==> config.mk <==
export PLATFORM = sky130hd
export DESIGN_NAME = rtc_display_mux_flat
export DESIGN_NICKNAME = d
export VERILOG_FILES = /design/src/rtl/rtc_display_mux_if.sv /design/src/rtl/rtc_display_mux.sv /design/src/flat_wrapper.sv
export SDC_FILE = /design/constraint.sdc
export NUM_CORES = 1
export LEC_CHECK = 0
export ABC_AREA = 1
export CORE_ASPECT_RATIO = 0.9
export CORE_UTILIZATION = 53
export CTS_CLUSTER_DIAMETER = 100
export DETAILED_ROUTE_END_ITERATION = 8
export PLACE_DENSITY = 0.84
export REMOVE_ABC_BUFFERS = 1
export SLEW_MARGIN = 20
export SYNTH_ARGS = -nofsm -noshare
export SYNTH_HDL_FRONTEND = slang
export SYNTH_SLANG_ARGS = --single-unit
==> constraint.sdc <==
create_clock -name clk -period 9.5 [get_ports clk]
set_input_delay 1.9 -clock clk [delete_from_list [all_inputs] [get_ports clk]]
set_output_delay 1.9 -clock clk [all_outputs]
set_load 0.01 [all_outputs]
==> src/rtl/rtc_display_mux_if.sv <==
// Control, time and display-pin bundle of the RTC display mux.
// The master drives the user controls; the slave (the RTC) drives time and pins.
interface rtc_display_mux_if #(
    parameter int unsigned NUM_DIGITS = 6
);
    logic                  run_en;
    logic [1:0]            set_mode;
    logic                  inc;
    logic                  clr_sec;
    logic [7:0]            seg;
    logic [NUM_DIGITS-1:0] digit_sel;
    logic [4:0]            hours;
    logic [5:0]            minutes;
    logic [5:0]            seconds;
    logic                  sec_tick;

    modport master (
        output run_en, set_mode, inc, clr_sec,
        input  seg, digit_sel, hours, minutes, seconds, sec_tick
    );

    modport slave (
        input  run_en, set_mode, inc, clr_sec,
        output seg, digit_sel, hours, minutes, seconds, sec_tick
    );
endinterface

==> src/rtl/rtc_display_mux.sv <==
// HH:MM:SS real-time clock with run/pause, hour/minute set mode and a
// multiplexed 4- or 6-digit 7-segment driver; every output is registered.
module rtc_display_mux #(
    parameter int unsigned TICK_DIV   = 50000000,
    parameter int unsigned SCAN_DIV   = 50000,
    parameter int unsigned NUM_DIGITS = 6,
    parameter bit          ACTIVE_LOW = 1'b1
) (
    input  logic             clk,
    input  logic             rst,
    rtc_display_mux_if.slave bus
);

    localparam int unsigned PW  = $clog2(TICK_DIV);
    localparam int unsigned SW  = $clog2(SCAN_DIV);
    localparam int unsigned IW  = 3;
    localparam int unsigned DW  = NUM_DIGITS;
    localparam bit          SIX = (NUM_DIGITS == 6);

    localparam logic [7:0]    SEG_ZERO_AH = 8'h3F;
    localparam logic [7:0]    SEG_RST     = ACTIVE_LOW ? ~SEG_ZERO_AH : SEG_ZERO_AH;
    localparam logic [DW-1:0] DSEL_RST    = ACTIVE_LOW ? ~DW'(1) : DW'(1);

    if (!(NUM_DIGITS == 4 || NUM_DIGITS == 6)) begin : g_bad_num_digits
        $error("rtc_display_mux: NUM_DIGITS must be 4 or 6");
    end
    if (TICK_DIV < 4) begin : g_bad_tick_div
        $error("rtc_display_mux: TICK_DIV must be at least 4");
    end
    if (SCAN_DIV < 2) begin : g_bad_scan_div
        $error("rtc_display_mux: SCAN_DIV must be at least 2");
    end

    typedef enum logic [1:0] {
        MODE_RUN     = 2'd0,
        MODE_SET_HR  = 2'd1,
        MODE_SET_MIN = 2'd2
    } mode_e;

    mode_e          mode;
    logic [PW-1:0]  presc_q, presc_d;
    logic           sec_tick_q, sec_tick_d;
    logic [4:0]     hours_q, hours_d;
    logic [5:0]     minutes_q, minutes_d;
    logic [5:0]     seconds_q, seconds_d;
    logic [SW-1:0]  scan_q, scan_d;
    logic [IW-1:0]  idx_q, idx_d;
    logic [7:0]     seg_q, seg_d;
    logic [DW-1:0]  dsel_q, dsel_d;

    logic           tick;
    logic           blink_on;
    logic           scan_wrap;
    logic [5:0]     hours6;
    logic [3:0]     sec_ones, sec_tens, min_ones, min_tens, hr_ones, hr_tens;
    logic [IW-1:0]  pos;
    logic [3:0]     digit_val;
    logic           is_hr, is_min, dp_pos, blank;
    logic [7:0]     seg_ah;
    logic [DW-1:0]  dsel_ah;

    function automatic logic [6:0] glyph(input logic [3:0] v);
        case (v)
            4'd0:    glyph = 7'b0111111;
            4'd1:    glyph = 7'b0000110;
            4'd2:    glyph = 7'b1011011;
            4'd3:    glyph = 7'b1001111;
            4'd4:    glyph = 7'b1100110;
            4'd5:    glyph = 7'b1101101;
            4'd6:    glyph = 7'b1111101;
            4'd7:    glyph = 7'b0000111;
            4'd8:    glyph = 7'b1111111;
            4'd9:    glyph = 7'b1101111;
            default: glyph = 7'b0000000;
        endcase
    endfunction

    // Mode 11 behaves as run mode.
    always_comb begin
        mode = MODE_RUN;
        case (bus.set_mode)
            2'b01:   mode = MODE_SET_HR;
            2'b10:   mode = MODE_SET_MIN;
            default: mode = MODE_RUN;
        endcase
    end

    // Prescaler and timekeeping; clr_sec overrides a coincident tick and its carry.
    always_comb begin
        presc_d    = presc_q;
        hours_d    = hours_q;
        minutes_d  = minutes_q;
        seconds_d  = seconds_q;
        tick       = bus.run_en && (presc_q == PW'(TICK_DIV - 1));
        sec_tick_d = tick;
        blink_on   = (presc_q < PW'(TICK_DIV / 2));

        if (bus.run_en) begin
            presc_d = tick ? '0 : presc_q + PW'(1);
        end

        if (bus.clr_sec) begin
            presc_d   = '0;
            seconds_d = '0;
        end else if (tick && mode == MODE_RUN) begin
            if (seconds_q == 6'd59) begin
                seconds_d = '0;
                if (minutes_q == 6'd59) begin
                    minutes_d = '0;
                    hours_d   = (hours_q == 5'd23) ? 5'd0 : hours_q + 5'd1;
                end else begin
                    minutes_d = minutes_q + 6'd1;
                end
            end else begin
                seconds_d = seconds_q + 6'd1;
            end
        end

        if (bus.inc && mode == MODE_SET_HR) begin
            hours_d = (hours_q == 5'd23) ? 5'd0 : hours_q + 5'd1;
        end
        if (bus.inc && mode == MODE_SET_MIN) begin
            minutes_d = (minutes_q == 6'd59) ? 6'd0 : minutes_q + 6'd1;
        end
    end

    // Free-running scan divider and digit index.
    always_comb begin
        scan_wrap = (scan_q == SW'(SCAN_DIV - 1));
        scan_d    = scan_wrap ? '0 : scan_q + SW'(1);
        idx_d     = idx_q;
        if (scan_wrap) begin
            idx_d = (idx_q == IW'(NUM_DIGITS - 1)) ? '0 : idx_q + IW'(1);
        end
    end

    always_comb begin
        hours6   = {1'b0, hours_q};
        sec_ones = 4'(seconds_q % 6'd10);
        sec_tens = 4'(seconds_q / 6'd10);
        min_ones = 4'(minutes_q % 6'd10);
        min_tens = 4'(minutes_q / 6'd10);
        hr_ones  = 4'(hours6 % 6'd10);
        hr_tens  = 4'(hours6 / 6'd10);
    end

    // A 4-digit display is the 6-digit layout without the two seconds digits.
    always_comb begin
        digit_val = '0;
        is_hr     = 1'b0;
        is_min    = 1'b0;
        pos       = SIX ? idx_d : idx_d + IW'(2);
        case (pos)
            3'd0:    digit_val = sec_ones;
            3'd1:    digit_val = sec_tens;
            3'd2:    begin digit_val = min_ones; is_min = 1'b1; end
            3'd3:    begin digit_val = min_tens; is_min = 1'b1; end
            3'd4:    begin digit_val = hr_ones;  is_hr  = 1'b1; end
            3'd5:    begin digit_val = hr_tens;  is_hr  = 1'b1; end
            default: digit_val = '0;
        endcase
        dp_pos  = (pos == 3'd4) || (SIX && pos == 3'd2);
        blank   = !blink_on &&
                  ((mode == MODE_SET_HR && is_hr) || (mode == MODE_SET_MIN && is_min));
        seg_ah  = {dp_pos && (blink_on || mode != MODE_RUN),
                   blank ? 7'b0000000 : glyph(digit_val)};
        dsel_ah = DW'(1) << idx_d;
        seg_d   = ACTIVE_LOW ? ~seg_ah : seg_ah;
        dsel_d  = ACTIVE_LOW ? ~dsel_ah : dsel_ah;
    end

    always_ff @(posedge clk or negedge rst) begin
        if (!rst) begin
            presc_q    <= '0;
            sec_tick_q <= 1'b0;
            hours_q    <= '0;
            minutes_q  <= '0;
            seconds_q  <= '0;
            scan_q     <= '0;
            idx_q      <= '0;
            seg_q      <= SEG_RST;
            dsel_q     <= DSEL_RST;
        end else begin
            presc_q    <= presc_d;
            sec_tick_q <= sec_tick_d;
            hours_q    <= hours_d;
            minutes_q  <= minutes_d;
            seconds_q  <= seconds_d;
            scan_q     <= scan_d;
            idx_q      <= idx_d;
            seg_q      <= seg_d;
            dsel_q     <= dsel_d;
        end
    end

    assign bus.seg       = seg_q;
    assign bus.digit_sel = dsel_q;
    assign bus.hours     = hours_q;
    assign bus.minutes   = minutes_q;
    assign bus.seconds   = seconds_q;
    assign bus.sec_tick  = sec_tick_q;

endmodule

==> src/flat_wrapper.sv <==
// flat-port wrapper written by rule: the top's interface ports become plain ports
module rtc_display_mux_flat 
#(
    parameter int unsigned TICK_DIV   = 50000000,
    parameter int unsigned SCAN_DIV   = 50000,
    parameter int unsigned NUM_DIGITS = 6,
    parameter bit          ACTIVE_LOW = 1'b1
)
  (clk, rst, bus_run_en, bus_set_mode, bus_inc, bus_clr_sec, bus_seg, bus_digit_sel, bus_hours, bus_minutes, bus_seconds, bus_sec_tick);
  rtc_display_mux_if #(.NUM_DIGITS(NUM_DIGITS)) bus_i ();
  input  logic clk;
  input  logic rst;
  input wire logic [$bits(bus_i.run_en)-1:0] bus_run_en;
  input wire logic [$bits(bus_i.set_mode)-1:0] bus_set_mode;
  input wire logic [$bits(bus_i.inc)-1:0] bus_inc;
  input wire logic [$bits(bus_i.clr_sec)-1:0] bus_clr_sec;
  output wire logic [$bits(bus_i.seg)-1:0] bus_seg;
  output wire logic [$bits(bus_i.digit_sel)-1:0] bus_digit_sel;
  output wire logic [$bits(bus_i.hours)-1:0] bus_hours;
  output wire logic [$bits(bus_i.minutes)-1:0] bus_minutes;
  output wire logic [$bits(bus_i.seconds)-1:0] bus_seconds;
  output wire logic [$bits(bus_i.sec_tick)-1:0] bus_sec_tick;
  assign bus_i.run_en = bus_run_en;
  assign bus_i.set_mode = bus_set_mode;
  assign bus_i.inc = bus_inc;
  assign bus_i.clr_sec = bus_clr_sec;
  assign bus_seg = bus_i.seg;
  assign bus_digit_sel = bus_i.digit_sel;
  assign bus_hours = bus_i.hours;
  assign bus_minutes = bus_i.minutes;
  assign bus_seconds = bus_i.seconds;
  assign bus_sec_tick = bus_i.sec_tick;
  rtc_display_mux #(.TICK_DIV(TICK_DIV), .SCAN_DIV(SCAN_DIV), .NUM_DIGITS(NUM_DIGITS), .ACTIVE_LOW(ACTIVE_LOW)) u_core (.clk(clk), .rst(rst), .bus(bus_i));
endmodule
==> results.ini <==
[run_status]
status = finished clean

[clock_tree]
cts_tree = yes
numCtsBuffers = 9
ctsResizeCount = 0
clock_path_buffers = 2
root_buffer = clkbuf_8
cts.sinks = 77
clkTransAtPathRegs_ns = 0.07
hold_buffers = 0
htree_num_levels = 3
clk_latency_ns = 0.36
post_cts_buffers = 0

[sta]
whs_ns = 0.471
finalMaxSlewViolations = 0
fmax_mhz = 239
setup_viol = 0
fin_tns_setup_ns = 0
period_minus_slack_ns = 4.18
rsz0062_at_grt = no
clock_skew_ns = 0.0107
worst_slew_pin_slew_ns = 0.942
finalHoldViolations = 0
period_share = 0.440
slew-limit-headroom = 0.372

[placement]
place_area_sq_um = 5260
hpwl_mm = 7.96
gp_congestion = 0.966
numPortBuffers = 38
dpl.cell_count = 772

[hold_path]
hold_depth = 1
worstHoldStart = u_core.scan_q[0]
hold_end = u_core.scan_q[0]
min_path_type = reg -> reg

[finish]
final_cell_mix = 105 x nand2_1, 96 x inv_1, 73 x nor2_1, 70 x dfrtp_1
antenna_cells = 0
n_fill_cell = 737
layout.nets = 685
drive_above_1_share = 0.136
final_common_cell = nand2_1
syn_to_final_growth_pct = 15.6
final_cells = 788
finalInstanceArea_sq_um = 5490

[yosys]
synth_flop_cell = dfrtp_1
syn_area_per_cell_sq_um = 7.69
synth.distinct_cells = 42
synthArstFlopShare = 1.00
synth_edf_count = 0
ys_seq_area_frac = 0.408
ys_ff_latch = 77
syn_inst = 617
syn_area_sq_um = 4750
ys_warn_count = 0

[power_and_ir_drop]
max-vdd-ir-drop_uv = 147
powerDensity_nw_per_um2 = 144
total_power_uw = 791
power_leakage_nw = 2.58

[floorplan]
die_area_sq_um = 9340
die_y_um = 91.8
die_w_um = 102
core_sq_um = 8650
start_util = 0.549
num_rows = 32
io_pins = 39

[routing]
viasPerCell = 5.42
first_pass_iters = 5
drtAntennaViolNets = 0
drc_errors = 0
dr.first_iter.drc_count = 349
drt-total-wl_mm = 10.5
vias = 4270
wl_per_cell_um = 13.4

[worst_setup_path]
r2r_slack_ns = 5.81
cp.required_ns = 9.78
worstPathArrival_ns = 4.46
crit_type = in -> reg
cp_max_fo = 8
cp-start-kind = input port
crit_path_end_kind = flop
r2r_start = u_core.scan_q[0]
r2r.worst_path.cells = 25
worstReg2RegEnd = u_core.bus.seg[3]

[grt]
grt_pass1_vias = 4097
gr-total-overflow = 0
busiest_layer = met2
use_met1 = 0.317
antenna_found_initial = 0
grt_use_total = 0.245
grt_max_degree = 78
use_met2 = 0.395
grt_pass1_wl_mm = 17.8
use_met3 = 0.0587

[flow_run]
cap_violations = 0

==> cell type report <==
type	count	area (sq um)	share of cell area
Clock inverter	4	70.1	0.0128
Inverter	108	408	0.0743
Timing Repair Buffer	38	378	0.0689
Multi-Input combinational cell	430	2390	0.436
Sequential cell	77	1940	0.353
Tap cell	119	149	0.0271
Clock buffer	12	155	0.0283
==> state kept, by name (all words and copies together), names as in the netlist <==
register and cells:
u_core.bus.digit_sel 6, u_core.scan_q 16, u_core.bus.minutes 6, u_core.bus.sec_tick 1, u_core.bus.seconds 6, u_core.idx_q 3
u_core.presc_q 26, u_core.bus.hours 5, u_core.bus.seg 8
==> power breakdown <==
group          total (mW)  switching (mW)  internal, mW
Combinational       0.128          0.0683        0.0601
Sequential          0.384          0.0316         0.352
Clock               0.279           0.117         0.161
==> metal layers <==
metal,routed length [um],up-vias
li1,-,2104
met1,4680,1990
met2,4970,160
met3,698,16
met4,188,0
met5,0,-
==> critical path: stages <==
cell,delay (ns)
clkdlybuf4s50_1,0.56
nor2_1,0.16
nor2_1,0.17
inv_1,0.09
nor2_1,0.12
inv_1,0.07
nor2_1,0.16
inv_1,0.08
nor2_1,0.14
nand3_1,0.14
nor3_1,0.35
inv_1,0.13
nor2_1,0.15
a21oi_1,0.08
nor3_1,0.16
==> through the flow <==
| stage | utilization | setup WS, ns |
|---|---|---|
| 6_report | 0.634 | 5.32 |
| 4_1_cts | 0.634 | 5.37 |
| 3_3_place_gp | 0.608 | 5.10 |
| 3_5_place_dp | 0.608 | 5.00 |
| 2_1_floorplan | - | 5.91 |
| 5_1_grt | 0.634 | 5.00 |
==> synth_stat cells, types with 4 or more instances <==
master   count  share of area
nand2_4     11          0.026
o21ai_0     26          0.027
a21oi_1     36          0.038
nand3_1     37          0.039
inv_2       11         0.0087
inv_1       96          0.076
nand2_1    105          0.083
dfstp_2      7          0.039
nor3_1      27          0.028
nand3_4      4          0.015
nand3_2      7          0.015
nor4_1       4         0.0053
dfrtp_1     70           0.37
nand4_1     11          0.015
xor2_1       5         0.0092
nand2_2     19          0.025
o22ai_1     11          0.015
ha_1        14          0.037
nor2_2       6         0.0079
nor2_1      73          0.058
==> cell families (layout without fill, tap and decap cells) <==
kind of cell,after synthesis,after routing,synth area share
compound gates,97,97,0.121
xor+xnor,7,7,0.0129
fa+ha+maj,14,14,0.0369
buf+inv,110,162,0.0883
flops,77,77,0.408
simple gates,312,312,0.333
==> how the worst max path moves through the flow <==
stage                start            endpoint  slack (ns)  cells after the start
3_5_place_dp   bus_clr_sec  u_core.presc_q[25]        5.00                     15
6_report       bus_clr_sec  u_core.presc_q[25]        5.32                     15
2_1_floorplan   bus_run_en  u_core.presc_q[25]        5.91                     14
3_3_place_gp   bus_clr_sec  u_core.presc_q[25]        5.10                     15
5_1_grt        bus_clr_sec  u_core.presc_q[25]        5.00                     15
4_1_cts        bus_clr_sec  u_core.presc_q[25]        5.37                     15
Power figures use the tool's default switching activity.
